$ cat src/rtl/boot_fetch_ctrl.sv
// boot_fetch_ctrl: streams a program image into memory, then
// issues sequential fetches and hands aligned insn/pc to decode.
module boot_fetch_ctrl #(
  parameter int unsigned       ADDR_W        = 32,
  parameter int unsigned       DATA_W        = 32,
  parameter logic [ADDR_W-1:0] START_ADDRESS = 32'h80020000,
  parameter int unsigned       MAX_WORDS     = 1024,
  parameter int unsigned       READ_LATENCY  = 1,
  localparam int unsigned      CNT_W         = $clog2(MAX_WORDS + 1)
) (
  input  logic              clock,
  input  logic              reset_n,
  input  logic              load_valid,
  input  logic [DATA_W-1:0] load_data,
  input  logic              load_last,
  output logic              load_ready,
  output logic [ADDR_W-1:0] mem_addr,
  output logic [DATA_W-1:0] mem_wdata,
  output logic              mem_wren,
  output logic              mem_enable,
  output logic [1:0]        mem_acc_size,
  input  logic              mem_busy,
  input  logic [DATA_W-1:0] mem_rdata,
  input  logic              stall,
  input  logic              redirect,
  input  logic [ADDR_W-1:0] redirect_pc,
  output logic [DATA_W-1:0] insn,
  output logic [ADDR_W-1:0] pc,
  output logic              insn_valid,
  output logic [CNT_W-1:0]  word_count,
  output logic              fetch_done
);

  localparam int unsigned LAT   = READ_LATENCY;
  localparam int unsigned DEPTH = LAT + 1;
  localparam int unsigned OC_W  = $clog2(2 * DEPTH + 1);

  typedef enum logic [1:0] {
    S_LOAD,
    S_FETCH,
    S_END
  } state_e;

  state_e state_q, state_d;

  logic [CNT_W-1:0]  wc_q, wc_d;
  logic [ADDR_W-1:0] fpc_q, fpc_d;

  logic              men_q, men_d;
  logic              mwr_q, mwr_d;
  logic [ADDR_W-1:0] maddr_q, maddr_d;
  logic [DATA_W-1:0] mwd_q, mwd_d;

  logic [LAT-1:0]    fv_q, fv_d;
  logic [ADDR_W-1:0] fpcs_q [LAT];
  logic [ADDR_W-1:0] fpcs_d [LAT];

  logic [DATA_W-1:0] qd_q [DEPTH];
  logic [DATA_W-1:0] qd_d [DEPTH];
  logic [ADDR_W-1:0] qp_q [DEPTH];
  logic [ADDR_W-1:0] qp_d [DEPTH];
  logic [OC_W-1:0]   qc_q, qc_d;

  logic              ov_q, ov_d;
  logic [DATA_W-1:0] oi_q, oi_d;
  logic [ADDR_W-1:0] op_q, op_d;

  logic              accept;
  logic [ADDR_W-1:0] span;
  logic [ADDR_W-1:0] off;
  logic              in_range;
  logic [OC_W-1:0]   n_fly;
  logic              push;
  logic              q_pop;
  logic              room;
  logic              flush;
  logic              issue;

  assign load_ready = reset_n
                    & (state_q == S_LOAD)
                    & ~mem_busy;
  assign accept     = load_valid & load_ready;

  assign span     = ADDR_W'({wc_q, 2'b00});
  assign off      = fpc_q - START_ADDRESS;
  assign in_range = (fpc_q[1:0] == 2'b00) && (off < span);

  // Count reads still travelling through the memory pipe
  always_comb begin
    n_fly = '0;
    for (int i = 0; i < LAT; i++) begin
      n_fly = n_fly + OC_W'(fv_q[i]);
    end
  end

  assign push  = fv_q[LAT-1];
  assign q_pop = (qc_q != '0) && (!ov_q || !stall);
  assign room  = (qc_q + n_fly - OC_W'(q_pop))
               < OC_W'(DEPTH);
  assign flush = (state_q == S_FETCH) && redirect;
  assign issue = (state_q == S_FETCH) && !redirect
              && in_range && !mem_busy && room;

  // Sequencer: next state, load writes and fetch issue
  always_comb begin
    state_d = state_q;
    wc_d    = wc_q;
    fpc_d   = fpc_q;
    men_d   = 1'b0;
    mwr_d   = 1'b0;
    maddr_d = maddr_q;
    mwd_d   = mwd_q;
    unique case (state_q)
      S_LOAD: begin
        fpc_d = START_ADDRESS;
        if (accept) begin
          men_d   = 1'b1;
          mwr_d   = 1'b1;
          maddr_d = START_ADDRESS
                  + ADDR_W'({wc_q, 2'b00});
          mwd_d   = load_data;
          wc_d    = wc_q + CNT_W'(1);
          if (load_last ||
              wc_q == CNT_W'(MAX_WORDS - 1)) begin
            state_d = S_FETCH;
          end
        end
      end
      S_FETCH: begin
        if (redirect) begin
          fpc_d = redirect_pc;
        end else if (issue) begin
          men_d   = 1'b1;
          maddr_d = fpc_q;
          fpc_d   = fpc_q + ADDR_W'(4);
        end else if (!in_range && n_fly == '0 &&
                     qc_q == '0 && !ov_q) begin
          state_d = S_END;
        end
      end
      S_END: begin
      end
      default: state_d = S_LOAD;
    endcase
  end

  // In-flight read pipe tracking valid bit and pc per read
  always_comb begin
    fv_d      = '0;
    fpcs_d[0] = fpc_q;
    fv_d[0]   = issue;
    for (int i = 1; i < LAT; i++) begin
      fv_d[i]   = fv_q[i-1];
      fpcs_d[i] = fpcs_q[i-1];
    end
    if (flush) begin
      fv_d = '0;
    end
  end

  // Shift FIFO catching returned read data
  always_comb begin
    qc_d = qc_q;
    for (int i = 0; i < DEPTH; i++) begin
      qd_d[i] = qd_q[i];
      qp_d[i] = qp_q[i];
    end
    if (q_pop) begin
      for (int i = 0; i < DEPTH - 1; i++) begin
        qd_d[i] = qd_q[i+1];
        qp_d[i] = qp_q[i+1];
      end
      qc_d = qc_q - OC_W'(1);
    end
    if (push) begin
      for (int i = 0; i < DEPTH; i++) begin
        if (OC_W'(i) == qc_d) begin
          qd_d[i] = mem_rdata;
          qp_d[i] = fpcs_q[LAT-1];
        end
      end
      qc_d = qc_d + OC_W'(1);
    end
    if (flush) begin
      qc_d = '0;
    end
  end

  // Decode-facing register, held while decode stalls
  always_comb begin
    ov_d = ov_q;
    oi_d = oi_q;
    op_d = op_q;
    if (flush) begin
      ov_d = 1'b0;
    end else if (q_pop) begin
      ov_d = 1'b1;
      oi_d = qd_q[0];
      op_d = qp_q[0];
    end else if (ov_q && !stall) begin
      ov_d = 1'b0;
    end
  end

  // Control state with synchronous reset
  always_ff @(posedge clock) begin
    if (!reset_n) begin
      state_q <= S_LOAD;
      wc_q    <= '0;
      fpc_q   <= START_ADDRESS;
      men_q   <= 1'b0;
      mwr_q   <= 1'b0;
      maddr_q <= START_ADDRESS;
      mwd_q   <= '0;
      fv_q    <= '0;
      qc_q    <= '0;
      ov_q    <= 1'b0;
      oi_q    <= '0;
      op_q    <= '0;
    end else begin
      state_q <= state_d;
      wc_q    <= wc_d;
      fpc_q   <= fpc_d;
      men_q   <= men_d;
      mwr_q   <= mwr_d;
      maddr_q <= maddr_d;
      mwd_q   <= mwd_d;
      fv_q    <= fv_d;
      qc_q    <= qc_d;
      ov_q    <= ov_d;
      oi_q    <= oi_d;
      op_q    <= op_d;
    end
  end

  // Payload storage, qualified by the valid/count state above
  always_ff @(posedge clock) begin
    fpcs_q <= fpcs_d;
    qd_q   <= qd_d;
    qp_q   <= qp_d;
  end

  assign mem_addr     = maddr_q;
  assign mem_wdata    = mwd_q;
  assign mem_wren     = mwr_q;
  assign mem_enable   = men_q;
  assign mem_acc_size = 2'b00;
  assign insn         = oi_q;
  assign pc           = op_q;
  assign insn_valid   = ov_q;
  assign word_count   = wc_q;
  assign fetch_done   = (state_q == S_END);

endmodule

$ cat config.mk
export PLATFORM = sky130hd
export DESIGN_NAME = boot_fetch_ctrl
export DESIGN_NICKNAME = d
export VERILOG_FILES = /design/src/rtl/boot_fetch_ctrl.sv
export SDC_FILE = /design/constraint.sdc
export NUM_CORES = 1
export LEC_CHECK = 0
export ABC_AREA = 1
export CORE_AREA = 2 2 155 157
export DETAILED_ROUTE_END_ITERATION = 6
export DIE_AREA = 0 0 157 159
export PLACE_DENSITY = 0.82
export SYNTH_ARGS = -nofsm -noshare
export SYNTH_HDL_FRONTEND = slang
export SYNTH_SLANG_ARGS = --single-unit
$ cat constraint.sdc
create_clock -name clock -period 12.95 [get_ports clock]
set_clock_uncertainty 0.05 [all_clocks]
set_input_delay 1.9425 -clock clock [delete_from_list [all_inputs] [get_ports clock]]
set_output_delay 1.9425 -clock clock [all_outputs]
set_load 0.01 [all_outputs]
# After elaboration in Yosys (flattened, before gate mapping)
# Index checks and enable logic that the tools add are counted.
[totals] register_bits=340 output_inout_bits=146 elab_cells=108 inputBits=103
[classes] mux=29 n_eq_ne=11 n_addsub=8 bitwise=7 order_cmp=2 n_reduce_logical=34
[ops] operator="$mux W32" count=11
[ops] operator="$mux W64" count=2
[ops] operator="$pmux W32 S2" count=2
[ops] operator="$add A32 B13 Y32 const A" count=1
[ops] operator="$add A32 B3 Y32 const B" count=1
[ops] operator="$lt A32 B13 Y1" count=1
[ops] operator="$sub A32 B32 Y32 const B" count=1
[ops] operator="$add A11 B1 Y11 const B" count=1
[ops] operator="$eq A11 B10 Y1 const B" count=1
[ops] operator="$logic_and A1 B1 Y1" count=11
[ops] operator="$mux W2" count=5
[ops] operator="$reduce_and A2 Y1" count=5
[ops] operator="$logic_not A3 Y1" count=3
[ops] operator="$ne A2 B2 Y1 const B" count=4
[ops] operator="$mux W3" count=2
[ops] operator="$pmux W2 S3" count=1
[ops] operator="$reduce_and A6 Y1" count=1
[ops] operator="$logic_not A1 Y1" count=5
[ops] operator="$mux W1" count=5
[ops] operator="$logic_not A2 Y1" count=2
[ops] operator="$ne A2 B1 Y1 const B" count=2
[ops] operator="$not A1 Y1" count=4
[ops] operator="$reduce_and A4 Y1" count=1
[ops] operator="$reduce_bool A2 Y1" count=2
[ops] operator="other kinds (14)" count=17

# Longest topological paths before layout
[depth] depth_word=11 mapped_depth=22

# Least setup slack after synthesis
# No wires, ideal clock.
[synth_path] kind="input-to-reg" startpoint="input stall" endpoint="register qd_q[0] (netlist name), enable pin" setup_slack_ns=6.662 t_required_ns=12.414 n_path_buf=1 cell_stages=9 arrival_ns=5.752 path_cell_list="nand2_1 -> nand2_1 -> inv_1 -> clkbuf_1 -> ha_1 -> inv_1 -> ha_1 -> nand2_1 -> nor2_1"
[synth_via] elab_chain_len=6
[synth_rtl] element="start, declared" line="24" source="input logic stall,"
[synth_rtl] element="$logic_not A1 Y1" line="97" source="assign q_pop = (qc_q != '0) && (!ov_q || !stall);"
[synth_rtl] element="$logic_or A1 B1 Y1" line="97"
[synth_rtl] element="$logic_and A1 B1 Y1" line="97"
[synth_rtl] element="via q_pop" line="74" source="logic q_pop;"
[synth_rtl] element="$mux W3" line="168" source="if (q_pop) begin"
[synth_rtl] element="$eq A1 B3 Y1" line="177" source="if (OC_W'(i) == qc_d) begin"
[synth_rtl] element="$reduce_and A2 Y1 (no source line)"
[synth_rtl] element="end signal, assigned" line="239" source="qd_q <= qd_d;"
[synth_rtl] element="end, declared" line="58" source="logic [DATA_W-1:0] qd_q [DEPTH];"
# The timed path passes the listed nets, and every way through them passes these cells.
# A chain may end at the register's enable or synchronous reset.

# Final worst setup path
[layout_path] startpoint="input reset_n" endpoint="output load_ready"
[layout_via] elab_chain_len=2
[layout_rtl] element="start, declared" line="12" source="input logic reset_n,"
[layout_rtl] element="$and A1 B1 Y1" line="80" source="& (state_q == S_LOAD)"
[layout_rtl] element="$and A1 B1 Y1" line="81" source="& ~mem_busy;"
[layout_rtl] element="end, declared" line="16" source="output logic load_ready,"
# Every way passes these cells.

==> metrics.md <==
| Metric | Value |
|---|---|
| DRC violations left | `0` |
| Vias | `10800` |
| Fin Hold WS | `0.312 ns` |
| Number of global-route vias before repair | `10700` |
| Total Routing Usage GR | `25.6%` |
| CTS tree | `yes` |
| Period Utilization, post-route | `44.2%` |
| Hold Fails Final Rpt | `0` |
| Min Tclk post-route | `5.72 ns` |
| Worst Tran Pin Value | `1.09 ns` |
| Dpl hpwl | `20.3 mm` |
| Die area | `25000 sq um` |
| Post-synth ARST share | `0%` |
| Count of state elements after synthesis | `340` |
| Place WS | `7.26 ns` |
| Hold-fix buffers, CTS | `0` |
| Post-synth EDFFs | `64` |
| Min-delay worst type | `flop to flop` |
| Syn. warnings | `0` |
| Max Clock Freq | `175 MHz` |
| Post-synthesis sequential area ratio | `58.8%` |
| Number of gates resized after CTS | `0` |
| Post-route setup slack | `7.23 ns` |
| Primary FF master, synth | `dfxtp_1` |
| Final setup vio count | `0` |
| Top-area cell type share of the netlist area | `43.6%` |
| Placer Congestion | `0.876` |
| ANT nets after route | `0` |
| First-pass GRT wire length | `51.8 mm` |
| Clock sink total | `340` |
| Synth-to-layout area growth | `29.4%` |
| Max FO, Critical Path | `80` |
| H-tree depth | `2` |
| Antenna cells | `0` |
| Setup CP Type | `primary input to primary output` |
| Vias per cell | `5.33` |
| WP data required | `10.96 ns` |
| Die extent in x | `157 um` |
| Startpoint types | `primary input` |
| Biggest area consumer among synthesized cells | `dfxtp_1` |
| Share of cells above drive strength 1 | `4.81%` |
| PwrDens | `210 nW/um^2` |
| Post-CTS Repair Setup Buffers | `0` |
| Total Neg Setup Slack | `0 ns` |
| Row cnt | `56` |
| Placeable Area | `23200 sq um` |
| Initial Utilization | `54.6%` |
| RSZ-0062 raised after global routing | `no` |
| Synth top cells by count | `nand2_1, dfxtp_1, nor2_1, o21ai_0, a21oi_1` |
| GRT overflow | `0` |
| Clk slew on worst S/H paths | `0.06 ns` |
| Fin nets | `1802` |
| Slew HR | `27.4%` |
| Number of CTS-inserted buffers | `35` |
| Pin count of the biggest net entering global routing | `81` |
| Max_cap viols | `0` |
| Clk Latency, worst-skew pair | `0.51 ns` |
| Number of distinct library cells after synthesis | `44` |
| Crit end category | `primary output` |
| Most common cell in the netlist | `nand2_1` |
| CTS Root Buffer Type | `clkbuf_16` |
| Avg Inst Size Synth | `8.64 sq um` |
| I/O Buffers | `246` |
| Status | `complete, no violations` |
| Leakage power | `6.46 nW` |
| Peak VDD IR | `0.000115 V` |
| Antenna violations before repair | `1` |
| Post-Syn Instances | `1466` |
| Area contributors post-synth | `dfxtp_1, edfxtp_1, nand2_1, nor2_1, o21ai_0` |
| DR pass1 iterations | `6` |
| Maximum clock path buffer count | `3` |
| PnR Total Power | `3.44 mW` |
| Drt initial violations | `709` |
| I/O pin count | `249` |
| Cell Area, Synth | `12700 sq um` |
| Die Y | `159 um` |
| WP data arrival | `3.73 ns` |
| Final slew viol count | `0` |
| Routed len/inst | `15.7 um` |
| Routed Wire Length | `31.8 mm` |
| Fill cells | `1786` |
-- state kept, by name (all words and copies together) (netlist names) --
name and cells:
pc 32, qc_q 3, mem_enable 1, qd_q 64
mem_addr 32, qp_q 64, word_count 11, insn 32
fv_q 1, insn_valid 1, mem_wdata 32, mem_wren 1
fpc_q 32, fpcs_q 32, state_q 2
-- area by class of cell --
| type | instances | area (sq um) | share of cell area [%] |
|---|---|---|---|
| Tap cell | 319 | 399 | 2.43 |
| Clock inverter | 12 | 101 | 0.618 |
| Multi-Input combinational cell | 982 | 4670 | 28.5 |
| Timing Repair Buffer | 257 | 2540 | 15.5 |
| Inverter | 61 | 229 | 1.40 |
| Sequential cell | 340 | 7450 | 45.4 |
| Clock buffer | 52 | 1010 | 6.17 |
-- final timing paths --
path              startpoint            to  slack, ns  depth (start not counted)
setup / recovery     reset_n    load_ready       7.23                          6
hold / removal     fpc_q[31]    fpcs_q[31]       0.31                          0
hold reg to reg    fpc_q[31]    fpcs_q[31]       0.31                          0
setup reg to reg     qc_q[1]  mem_addr[11]       9.04                         18
-- metal layers --
metal  wire, um  GRT usage (%)
met1      12900           31.6
met2      14800           41.4
met3       2980           7.92
met4       1200           10.7
met5         13              0
-- placed cells by master (no fill, tap or decap), types with 2 or more instances in the layout --
| master | netlist | final |
|---|---|---|
| nand2_1 | 326 | 325 |
| nand2_2 | 3 | 4 |
| conb_1 | 1 | 2 |
| inv_1 | 56 | 55 |
| a21oi_1 | 96 | 96 |
| clkbuf_1 | 66 | 12 |
| nand3_1 | 44 | 43 |
| dfxtp_1 | 276 | 276 |
| clkinv_1 | 3 | 8 |
| a22oi_1 | 3 | 3 |
| a31oi_1 | 64 | 64 |
| clkbuf_16 | 0 | 37 |
| or2_2 | 2 | 2 |
| o21ai_0 | 104 | 104 |
| nor2_1 | 246 | 243 |
| clkinv_4 | 0 | 2 |
| clkinv_2 | 0 | 2 |
| nand4_1 | 7 | 7 |
| nor3_1 | 10 | 10 |
| inv_2 | 2 | 3 |
| xor2_1 | 6 | 6 |
| nor2_2 | 6 | 7 |
| nand3b_1 | 2 | 2 |
| nor3b_1 | 18 | 18 |
| clkbuf_8 | 0 | 3 |
| buf_4 | 3 | 11 |
| ha_1 | 21 | 21 |
| edfxtp_1 | 64 | 64 |
| clkdlybuf4s50_1 | 0 | 245 |
| a211oi_1 | 2 | 2 |
| o21a_1 | 4 | 4 |
| nor2_4 | 1 | 3 |
| a32oi_1 | 2 | 2 |
-- worst max-delay path, cell delays in order --
cell             delay (ns)
buf_2                  0.08
buf_4                  0.34
inv_2                  0.04
buf_4                  0.37
nor3_4                 0.30
clkdlybuf4s50_1        0.57
-- logic make-up after synthesis --
family	Yosys count	synth area share, %
XOR/XNOR	7	0.484
flip-flops	340	58.8
AO/OA/AOI/OAI	281	12.1
buffers and inverters	145	4.66
AND/OR/NAND/NOR	670	21.7
other	1	0.0296
adder cells (fa/ha/maj)	22	2.23
-- power breakdown --
part / switching [mW] / internal [mW] / total [mW]
clock: 0.401 / 0.565 / 0.966
combinational: 0.640 / 0.411 / 1.05
sequential: 0.129 / 1.30 / 1.43
-- metrics by stage --
step	util [%]	instance area [sq um]	instances
2_1_floorplan	-	12700	1467
3_3_place_gp	65.9	15300	1959
3_5_place_dp	65.9	15300	1959
4_1_cts	70.7	16400	2023
5_1_grt	70.7	16400	2023
6_report	70.7	16400	2023
Note: power is estimated with default switching activity, not from simulation.
